**config.mk**
```make
export PLATFORM = sky130hd
export DESIGN_NAME = nand_bus_sequencer_flat
export DESIGN_NICKNAME = d
export VERILOG_FILES = /design/src/rtl/nand_bus_sequencer_pkg.sv /design/src/rtl/nand_bus_sequencer_if.sv /design/src/rtl/nand_rb_sync.sv /design/src/rtl/nand_bus_sequencer.sv /design/src/flat_wrapper.sv
export SDC_FILE = /design/constraint.sdc
export NUM_CORES = 1
export LEC_CHECK = 0
export BUFFER_PORTS_ARGS = -buffer_cell sky130_fd_sc_hd__buf_4
export CAP_MARGIN = 0
export CORE_UTILIZATION = 50
export DETAILED_ROUTE_END_ITERATION = 8
export PLACE_DENSITY_LB_ADDON = 0.2
export SLEW_MARGIN = 25
export SYNTH_ARGS = -nofsm -noshare
export SYNTH_HDL_FRONTEND = slang
export SYNTH_HIERARCHICAL = 1
export SYNTH_SLANG_ARGS = --single-unit
```
**constraint.sdc**
```tcl
create_clock -name PCLK -period 6.3 [get_ports PCLK]
set_input_delay 0.315 -clock PCLK [delete_from_list [all_inputs] [get_ports PCLK]]
set_output_delay 0.315 -clock PCLK [all_outputs]
set_load 0.01 [all_outputs]
```
**src/rtl/nand_bus_sequencer_pkg.sv**
```systemverilog
// Shared opcode values, FSM state encoding and default ONFI async timing for
// the NAND bus sequencer.
package nand_bus_sequencer_pkg;

  typedef logic [2:0] op_type_t;

  localparam op_type_t OP_CMD     = 3'd0;
  localparam op_type_t OP_ADDR    = 3'd1;
  localparam op_type_t OP_DATA_WR = 3'd2;
  localparam op_type_t OP_DATA_RD = 3'd3;
  localparam op_type_t OP_WAIT_RB = 3'd4;

  typedef enum logic [2:0] {
    ST_IDLE      = 3'd0,
    ST_SETUP     = 3'd1,
    ST_STROBE_LO = 3'd2,
    ST_STROBE_HI = 3'd3,
    ST_TWB       = 3'd4,
    ST_RB_WAIT   = 3'd5
  } state_e;

  localparam int TWP_CYC_DEF   = 2;
  localparam int TWH_CYC_DEF   = 2;
  localparam int TWB_CYC_DEF   = 4;
  localparam int TIMEOUT_W_DEF = 16;

  function automatic int max3(input int a, input int b, input int c);
    int m;
    m = (a > b) ? a : b;
    return (m > c) ? m : c;
  endfunction

endpackage

```
**src/rtl/nand_bus_sequencer_if.sv**
```systemverilog
// Request/response channel between the APB front end (master) and the NAND
// bus sequencer (slave).
interface nand_bus_sequencer_if;
  import nand_bus_sequencer_pkg::*;

  logic     op_valid;
  logic     op_ready;
  op_type_t op_type;
  logic [7:0] op_data;
  logic     op_last;
  logic     rd_valid;
  logic [7:0] rd_data;
  logic     op_err;

  modport master (
    output op_valid, op_type, op_data, op_last,
    input  op_ready, rd_valid, rd_data, op_err
  );

  modport slave (
    input  op_valid, op_type, op_data, op_last,
    output op_ready, rd_valid, rd_data, op_err
  );

endinterface

```
**src/rtl/nand_rb_sync.sv**
```systemverilog
// Two-flop synchronizer for the asynchronous NAND ready/busy pin; resets to
// "ready" so a busy indication is never fabricated out of reset.
module nand_rb_sync (
  input  logic clk,
  input  logic rst_n,
  input  logic rb_n_async,
  output logic rb_n_sync
);

  logic [1:0] sync_q;
  logic [1:0] sync_d;

  // shift the pad value through the two stages
  always_comb begin
    sync_d = {sync_q[0], rb_n_async};
  end

  // synchronizer flops
  always_ff @(posedge clk) begin
    if (!rst_n) begin
      sync_q <= 2'b11;
    end else begin
      sync_q <= sync_d;
    end
  end

  assign rb_n_sync = sync_q[1];

endmodule

```
**src/rtl/nand_bus_sequencer.sv**
```systemverilog
// Executes one NAND bus operation per accepted request with cycle-counted
// strobe timing; every NAND pin comes straight from a flop.
module nand_bus_sequencer
  import nand_bus_sequencer_pkg::*;
#(
  parameter int TWP_CYC   = TWP_CYC_DEF,
  parameter int TWH_CYC   = TWH_CYC_DEF,
  parameter int TWB_CYC   = TWB_CYC_DEF,
  parameter int TIMEOUT_W = TIMEOUT_W_DEF
) (
  input  logic                 PCLK,
  input  logic                 PRESETN,
  nand_bus_sequencer_if.slave  op_if,
  input  logic                 wp_release,
  output logic                 nCE,
  output logic                 CLE,
  output logic                 ALE,
  output logic                 nWE,
  output logic                 nRE,
  output logic                 nWP,
  output logic [7:0]           IO_out,
  output logic                 IO_oe,
  input  logic [7:0]           IO_in,
  input  logic                 RB_n
);

  localparam int PHASE_MAX = max3(TWP_CYC, TWH_CYC, TWB_CYC);
  localparam int PW        = $clog2(PHASE_MAX + 1);

  localparam logic [PW-1:0]        CNT_ZERO = {PW{1'b0}};
  localparam logic [PW-1:0]        CNT_ONE  = {{(PW-1){1'b0}}, 1'b1};
  localparam logic [PW-1:0]        TWP_LOAD = PW'(TWP_CYC - 1);
  localparam logic [PW-1:0]        TWH_LOAD = PW'(TWH_CYC - 1);
  localparam logic [PW-1:0]        TWB_LOAD = PW'(TWB_CYC - 1);
  localparam logic [TIMEOUT_W-1:0] RB_ZERO  = {TIMEOUT_W{1'b0}};
  localparam logic [TIMEOUT_W-1:0] RB_ONE   = {{(TIMEOUT_W-1){1'b0}}, 1'b1};
  localparam logic [TIMEOUT_W-1:0] RB_LIMIT = {TIMEOUT_W{1'b1}};

  state_e                state_q, state_d;
  logic [PW-1:0]         cnt_q, cnt_d;
  logic [TIMEOUT_W-1:0]  rb_cnt_q, rb_cnt_d;
  logic                  is_rd_q, is_rd_d;
  logic                  last_q, last_d;
  logic                  op_ready_q, op_ready_d;
  logic                  op_err_q, op_err_d;
  logic                  rd_valid_q, rd_valid_d;
  logic [7:0]            rd_data_q, rd_data_d;
  logic                  nce_q, nce_d;
  logic                  cle_q, cle_d;
  logic                  ale_q, ale_d;
  logic                  nwe_q, nwe_d;
  logic                  nre_q, nre_d;
  logic                  nwp_q, nwp_d;
  logic [7:0]            io_out_q, io_out_d;
  logic                  io_oe_q, io_oe_d;

  logic                  rb_ready_s;
  logic                  accept_s;
  logic [TIMEOUT_W-1:0]  rb_cnt_inc_s;

  nand_rb_sync u_rb_sync (
    .clk        (PCLK),
    .rst_n      (PRESETN),
    .rb_n_async (RB_n),
    .rb_n_sync  (rb_ready_s)
  );

  assign accept_s     = op_if.op_valid && op_ready_q;
  assign rb_cnt_inc_s = rb_cnt_q + RB_ONE;

  // next-state and next-pin computation; the phase counter counts down to zero
  always_comb begin
    state_d   = state_q;
    cnt_d     = cnt_q;
    rb_cnt_d  = rb_cnt_q;
    is_rd_d   = is_rd_q;
    last_d    = last_q;
    nce_d     = nce_q;
    cle_d     = cle_q;
    ale_d     = ale_q;
    io_out_d  = io_out_q;
    io_oe_d   = io_oe_q;
    rd_data_d = rd_data_q;
    op_err_d  = 1'b0;
    nwp_d     = wp_release;
    case (state_q)
      ST_IDLE: begin
        if (accept_s) begin
          case (op_if.op_type)
            OP_CMD, OP_ADDR, OP_DATA_WR, OP_DATA_RD: begin
              state_d  = ST_SETUP;
              nce_d    = 1'b0;
              last_d   = op_if.op_last;
              is_rd_d  = (op_if.op_type == OP_DATA_RD);
              cle_d    = (op_if.op_type == OP_CMD);
              ale_d    = (op_if.op_type == OP_ADDR);
              io_oe_d  = (op_if.op_type != OP_DATA_RD);
              io_out_d = (op_if.op_type != OP_DATA_RD) ? op_if.op_data : 8'h00;
            end
            OP_WAIT_RB: begin
              state_d = ST_TWB;
              cnt_d   = TWB_LOAD;
              nce_d   = 1'b0;
              last_d  = op_if.op_last;
              is_rd_d = 1'b0;
              io_oe_d = 1'b0;
            end
            default: begin
              op_err_d = 1'b1;
            end
          endcase
        end else begin
          state_d = ST_IDLE;
        end
      end
      ST_SETUP: begin
        state_d = ST_STROBE_LO;
        cnt_d   = TWP_LOAD;
      end
      ST_STROBE_LO: begin
        if (cnt_q == CNT_ZERO) begin
          state_d   = ST_STROBE_HI;
          cnt_d     = TWH_LOAD;
          rd_data_d = is_rd_q ? IO_in : rd_data_q;
        end else begin
          cnt_d = cnt_q - CNT_ONE;
        end
      end
      ST_STROBE_HI: begin
        if (cnt_q == CNT_ZERO) begin
          state_d  = ST_IDLE;
          nce_d    = last_q;
          cle_d    = 1'b0;
          ale_d    = 1'b0;
          io_oe_d  = 1'b0;
          io_out_d = 8'h00;
        end else begin
          cnt_d = cnt_q - CNT_ONE;
        end
      end
      ST_TWB: begin
        if (cnt_q == CNT_ZERO) begin
          state_d  = ST_RB_WAIT;
          rb_cnt_d = RB_ZERO;
        end else begin
          cnt_d = cnt_q - CNT_ONE;
        end
      end
      ST_RB_WAIT: begin
        rb_cnt_d = rb_cnt_inc_s;
        // exit on ready, or flag a timeout once the counter would hit all-ones
        if (rb_ready_s || (rb_cnt_inc_s == RB_LIMIT)) begin
          state_d  = ST_IDLE;
          nce_d    = last_q;
          op_err_d = !rb_ready_s;
        end else begin
          state_d = ST_RB_WAIT;
        end
      end
      default: begin
        state_d  = ST_IDLE;
        nce_d    = 1'b1;
        cle_d    = 1'b0;
        ale_d    = 1'b0;
        io_oe_d  = 1'b0;
        io_out_d = 8'h00;
      end
    endcase
    nwe_d      = !((state_d == ST_STROBE_LO) && !is_rd_d);
    nre_d      = !((state_d == ST_STROBE_LO) && is_rd_d);
    rd_valid_d = is_rd_d && (state_d == ST_STROBE_HI) && (cnt_d == CNT_ZERO);
    op_ready_d = (state_d == ST_IDLE);
  end

  // FSM, counters and registered outputs with synchronous reset
  always_ff @(posedge PCLK) begin
    if (!PRESETN) begin
      state_q    <= ST_IDLE;
      cnt_q      <= CNT_ZERO;
      rb_cnt_q   <= RB_ZERO;
      is_rd_q    <= 1'b0;
      last_q     <= 1'b0;
      op_ready_q <= 1'b0;
      op_err_q   <= 1'b0;
      rd_valid_q <= 1'b0;
      rd_data_q  <= 8'h00;
      nce_q      <= 1'b1;
      cle_q      <= 1'b0;
      ale_q      <= 1'b0;
      nwe_q      <= 1'b1;
      nre_q      <= 1'b1;
      nwp_q      <= 1'b0;
      io_out_q   <= 8'h00;
      io_oe_q    <= 1'b0;
    end else begin
      state_q    <= state_d;
      cnt_q      <= cnt_d;
      rb_cnt_q   <= rb_cnt_d;
      is_rd_q    <= is_rd_d;
      last_q     <= last_d;
      op_ready_q <= op_ready_d;
      op_err_q   <= op_err_d;
      rd_valid_q <= rd_valid_d;
      rd_data_q  <= rd_data_d;
      nce_q      <= nce_d;
      cle_q      <= cle_d;
      ale_q      <= ale_d;
      nwe_q      <= nwe_d;
      nre_q      <= nre_d;
      nwp_q      <= nwp_d;
      io_out_q   <= io_out_d;
      io_oe_q    <= io_oe_d;
    end
  end

  assign op_if.op_ready = op_ready_q;
  assign op_if.op_err   = op_err_q;
  assign op_if.rd_valid = rd_valid_q;
  assign op_if.rd_data  = rd_data_q;
  assign nCE            = nce_q;
  assign CLE            = cle_q;
  assign ALE            = ale_q;
  assign nWE            = nwe_q;
  assign nRE            = nre_q;
  assign nWP            = nwp_q;
  assign IO_out         = io_out_q;
  assign IO_oe          = io_oe_q;

endmodule

```
**src/flat_wrapper.sv**
```systemverilog
// flat-port wrapper written by rule: the top's interface ports become plain ports
module nand_bus_sequencer_flat import nand_bus_sequencer_pkg::*;
#(
  parameter int TWP_CYC   = TWP_CYC_DEF,
  parameter int TWH_CYC   = TWH_CYC_DEF,
  parameter int TWB_CYC   = TWB_CYC_DEF,
  parameter int TIMEOUT_W = TIMEOUT_W_DEF
)
  (PCLK, PRESETN, wp_release, nCE, CLE, ALE, nWE, nRE, nWP, IO_out, IO_oe, IO_in, RB_n, op_if_op_valid, op_if_op_type, op_if_op_data, op_if_op_last, op_if_op_ready, op_if_rd_valid, op_if_rd_data, op_if_op_err);
  nand_bus_sequencer_if op_if_i ();
  input  logic PCLK;
  input  logic PRESETN;
  input  logic wp_release;
  output logic nCE;
  output logic CLE;
  output logic ALE;
  output logic nWE;
  output logic nRE;
  output logic nWP;
  output logic [7:0] IO_out;
  output logic IO_oe;
  input  logic [7:0] IO_in;
  input  logic RB_n;
  input wire logic [$bits(op_if_i.op_valid)-1:0] op_if_op_valid;
  input wire logic [$bits(op_if_i.op_type)-1:0] op_if_op_type;
  input wire logic [$bits(op_if_i.op_data)-1:0] op_if_op_data;
  input wire logic [$bits(op_if_i.op_last)-1:0] op_if_op_last;
  output wire logic [$bits(op_if_i.op_ready)-1:0] op_if_op_ready;
  output wire logic [$bits(op_if_i.rd_valid)-1:0] op_if_rd_valid;
  output wire logic [$bits(op_if_i.rd_data)-1:0] op_if_rd_data;
  output wire logic [$bits(op_if_i.op_err)-1:0] op_if_op_err;
  assign op_if_i.op_valid = op_if_op_valid;
  assign op_if_i.op_type = op_if_op_type;
  assign op_if_i.op_data = op_if_op_data;
  assign op_if_i.op_last = op_if_op_last;
  assign op_if_op_ready = op_if_i.op_ready;
  assign op_if_rd_valid = op_if_i.rd_valid;
  assign op_if_rd_data = op_if_i.rd_data;
  assign op_if_op_err = op_if_i.op_err;
  nand_bus_sequencer #(.TWP_CYC(TWP_CYC), .TWH_CYC(TWH_CYC), .TWB_CYC(TWB_CYC), .TIMEOUT_W(TIMEOUT_W)) u_core (.PCLK(PCLK), .PRESETN(PRESETN), .op_if(op_if_i), .wp_release(wp_release), .nCE(nCE), .CLE(CLE), .ALE(ALE), .nWE(nWE), .nRE(nRE), .nWP(nWP), .IO_out(IO_out), .IO_oe(IO_oe), .IO_in(IO_in), .RB_n(RB_n));
endmodule
```
==> impl_metrics.py <==
metrics = {
    "synthesis": {
        "synth_seq_cells": 52,
        "syn-num-nets": 382,
        "synth_edf_count": 0,
        "synth_area_leader_cell": "dfxtp_1",
        "yosysWarnings": 6,
        "syn_avg_cell_area_sq_um": 7.820,
        "synthDominantCellAreaShare_pct": 37.82,
        "synth_top_flop_cell": "dfxtp_1",
        "netlist_top_cells_area": "dfxtp_1, a21oi_1, nor2_1, nand2_1, o21ai_0",
        "yosysUniqueCellTypes": 54,
        "synthArstFlopShare_pct": 0,
        "syn-cell-area_sq_mm": 0.002753,
        "netlist_instances": 352,
        "ys_seq_area_share_pct": 37.82,
    },
    "critical_path": {
        "cp_data_arrival_time_ns": 2.74,
        "critical_path_required_ns": 6.54,
        "path_cells": "ha_1 -> a21boi_0 -> a31oi_1 -> o32ai_1 -> nand4_1 -> or4_1 -> a21oi_1",
        "r2r_end": "u_core/op_if.op_err",
        "crit_fanout": 11,
        "end_kind": "flop",
        "cp_slowest_cell": "dfxtp_1",
        "worstSetupStartpointType": "flop",
        "rrSetupSlack_ns": 3.80,
        "worstReg2RegStart": "u_core/rb_cnt_q[1]",
        "critPathMaxStageDelay_ns": 0.50,
        "ff2ff_path_depth": 7,
        "critPathKind": "reg -> reg",
    },
    "placed_design": {
        "dp_slack_ns": 3.881,
        "dp_hpwl_mm": 4.474,
        "place_congestion": 0.8996,
        "port_buffers": 50,
    },
    "sta": {
        "setup_slack_ns": 3.796,
        "maxSlewHeadroom_pct": 50.06,
        "period_needed_ns": 2.504,
        "hold_slack_ns": 0.1887,
        "rsz0062_at_grt": "false",
        "finalSetupTns_ns": 0,
        "slew_violations": 0,
        "worst_pin_slew_ns": 0.7441,
        "period_share_pct": 39.74,
        "hold_viol": 0,
        "max_clock_freq_ghz": 0.3994,
        "finalSetupViolations": 0,
        "skew_ns": 0.01772,
    },
    "clocking": {
        "cts_tree": "built",
        "clockBufferDepth": 2,
        "htreeDepth": 2,
        "post_cts_buffers": 0,
        "clockRootBuffer": "clkbuf_8",
        "clk_latency_ns": 0.32,
        "hold_buffers": 0,
        "path_clk_slew_ns": 0.10,
        "cts_resized": 0,
        "numCtsBuffers": 5,
        "cts_sinks": 52,
    },
    "floorplan": {
        "start_util_pct": 52.88,
        "die_y_um": 76.20,
        "rows": 26,
        "die-area_sq_mm": 0.005806,
        "io_pins": 51,
        "core_sq_mm": 0.005205,
        "die_w_um": 76.20,
    },
    "layout": {
        "antenna_cells": 0,
        "fin_nets": 417,
        "syn_to_final_growth_pct": 16.91,
        "final_layout_size_suffix_gt1_share_pct": 17.27,
    },
    "route": {
        "avgViaCountPerCell": 5.758,
        "wl_per_cell_um": 14.16,
        "drt-pass1-iter-count": 5,
        "num_vias": 2637,
        "drcViolationCount": 0,
        "routed_wirelength_mm": 6.487,
        "antenna_left": 0,
        "drtIter0Drc": 253,
    },
    "worst_hold_path": {
        "hold_end": "u_core/u_rb_sync/sync_q[0]",
        "min_path_type": "in -> reg",
        "worstHoldStart": "RB_n",
        "holdPathStages": 2,
    },
    "global_route": {
        "track_usage_pct": 22.65,
        "antenna_found_initial": 0,
        "grt_pass1_wl_mm": 10.81,
        "grt_max_degree": 43,
        "grt_overflow": 0,
        "first_global_vias": 2278,
    },
    "pwr": {
        "static-leakage-power_nw": 1.240,
        "p_per_area_mw_per_mm2": 204.2,
        "worst_ir_drop_vdd_mv": 0.1088,
    },
    "run": {
        "max_cap_viol_count": 0,
    },
    "status": {
        "status": "complete, no violations",
    },
}
==> placed cells by master, fill, tap and decap left out, types with 2 or more instances in the layout <==
cell,n
ha_1,5
a21boi_0,2
o21ai_0,24
clkinv_4,2
nor3_1,10
a22oi_1,4
nor2_1,35
buf_4,51
and3b_1,2
a311oi_1,3
nand2b_1,5
nand3_1,21
or3_1,6
and4b_1,4
and4_1,3
nand4_1,6
nor3b_1,2
nand2_1,34
o211ai_1,3
clkbuf_8,5
a31oi_1,5
o32ai_1,2
a21oi_1,38
nor4_1,5
o21a_1,2
dfxtp_1,52
nand4b_1,3
nor2b_1,7
xor2_1,2
and3_1,3
and2_1,5
inv_1,8
mux2i_1,8
==> synthesized netlist by cell type, drive strengths merged (4+ instances only) <==
library cell,number
a21oi,38
a22oi,4
a31oi,5
and2,5
and4b,4
buf,6
clkbuf,17
dfxtp,52
ha,5
inv,8
mux2i,8
nand2,35
nand2b,5
nand3,22
nand4,6
nor2,35
nor2b,7
nor3,10
nor4,6
o21ai,26
or3,6
==> cells by family (layout without fill, tap and decap cells) <==
logic type | count (synthesis) | count (layout) | share of synthesized area [%]
flip-flops | 52 | 52 | 37.82
multiplexers | 9 | 9 | 3.318
AND/OR/NAND/NOR | 157 | 157 | 30.14
buffers and inverters | 32 | 68 | 4.863
XOR/XNOR | 3 | 3 | 0.9547
adder cells (fa/ha/maj) | 5 | 5 | 2.273
AO/OA/AOI/OAI | 94 | 94 | 20.64
==> worst max-delay path: cells and delay by family, from the launching register on <==
kind            cells  cell delay [ns]
compound gates      4             0.85
flops               1             0.50
fa+ha+maj           1             0.40
simple gates        2             0.68
==> through the flow <==
| step | area (sq um) | power [W] | utilization, % | std cells |
|---|---|---|---|---|
| 2_1_floorplan | 2753 | 0.0004262 | - | 352 |
| 3_3_place_gp | 3123 | 0.0004633 | 60.00 | 450 |
| 3_5_place_dp | 3123 | 0.0004635 | 60.00 | 450 |
| 4_1_cts | 3218 | 0.0006623 | 61.83 | 458 |
| 5_1_grt | 3218 | 0.0006909 | 61.83 | 458 |
| 6_report | 3218 | 0.0006571 | 61.83 | 458 |
==> flip-flops by register name, indices dropped and copies added (netlist names), 2 cells and up <==
| register | count |
|---|---|
| u_core/op_if.rd_data | 8 |
| u_core/state_q | 3 |
| u_core/rb_cnt_q | 16 |
| u_core/u_rb_sync/sync_q | 2 |
| u_core/cnt_q | 3 |
| u_core/IO_out | 8 |
==> power breakdown <==
part	leakage, nW	switching, W	internal (W)	total (W)
Clock	0.0487	0.000118	0.0000812	0.000199
Combinational	0.771	0.0000583	0.0000458	0.000104
Sequential	0.421	0.0000134	0.000340	0.000354
==> layout make-up <==
type	count	area [sq um]
clock buffers	5	68.82
flip-flops and latches	52	1041
repair buffers	51	382.9
inverters	9	33.78
fillers	476	1987
multi-input cells	268	1578
clock inverters	3	26.28
well taps	70	87.58
==> worst max-delay path by stage <==
stage,from,to,cells after the start
after floorplan,u_core/rb_cnt_q[1],u_core/op_if.op_err,8
after global placement,u_core/rb_cnt_q[1],u_core/op_if.op_err,7
after detailed placement,u_core/rb_cnt_q[1],u_core/op_if.op_err,7
after CTS,u_core/rb_cnt_q[1],u_core/op_if.op_err,7
after global routing,u_core/rb_cnt_q[1],u_core/op_if.op_err,7
final,u_core/rb_cnt_q[1],u_core/op_if.op_err,7
==> per-layer routing <==
layer | GRT usage [%] | vias to the layer above | wire, um
met4 | 5.769 | 0 | 80
li1 | - | 1339 | -
met5 | 0 | - | 0
met1 | 32.78 | 1205 | 3135
met2 | 34.91 | 84 | 2877
met3 | 3.832 | 9 | 394
No activity file was read; power rests on OpenSTA's default activity.
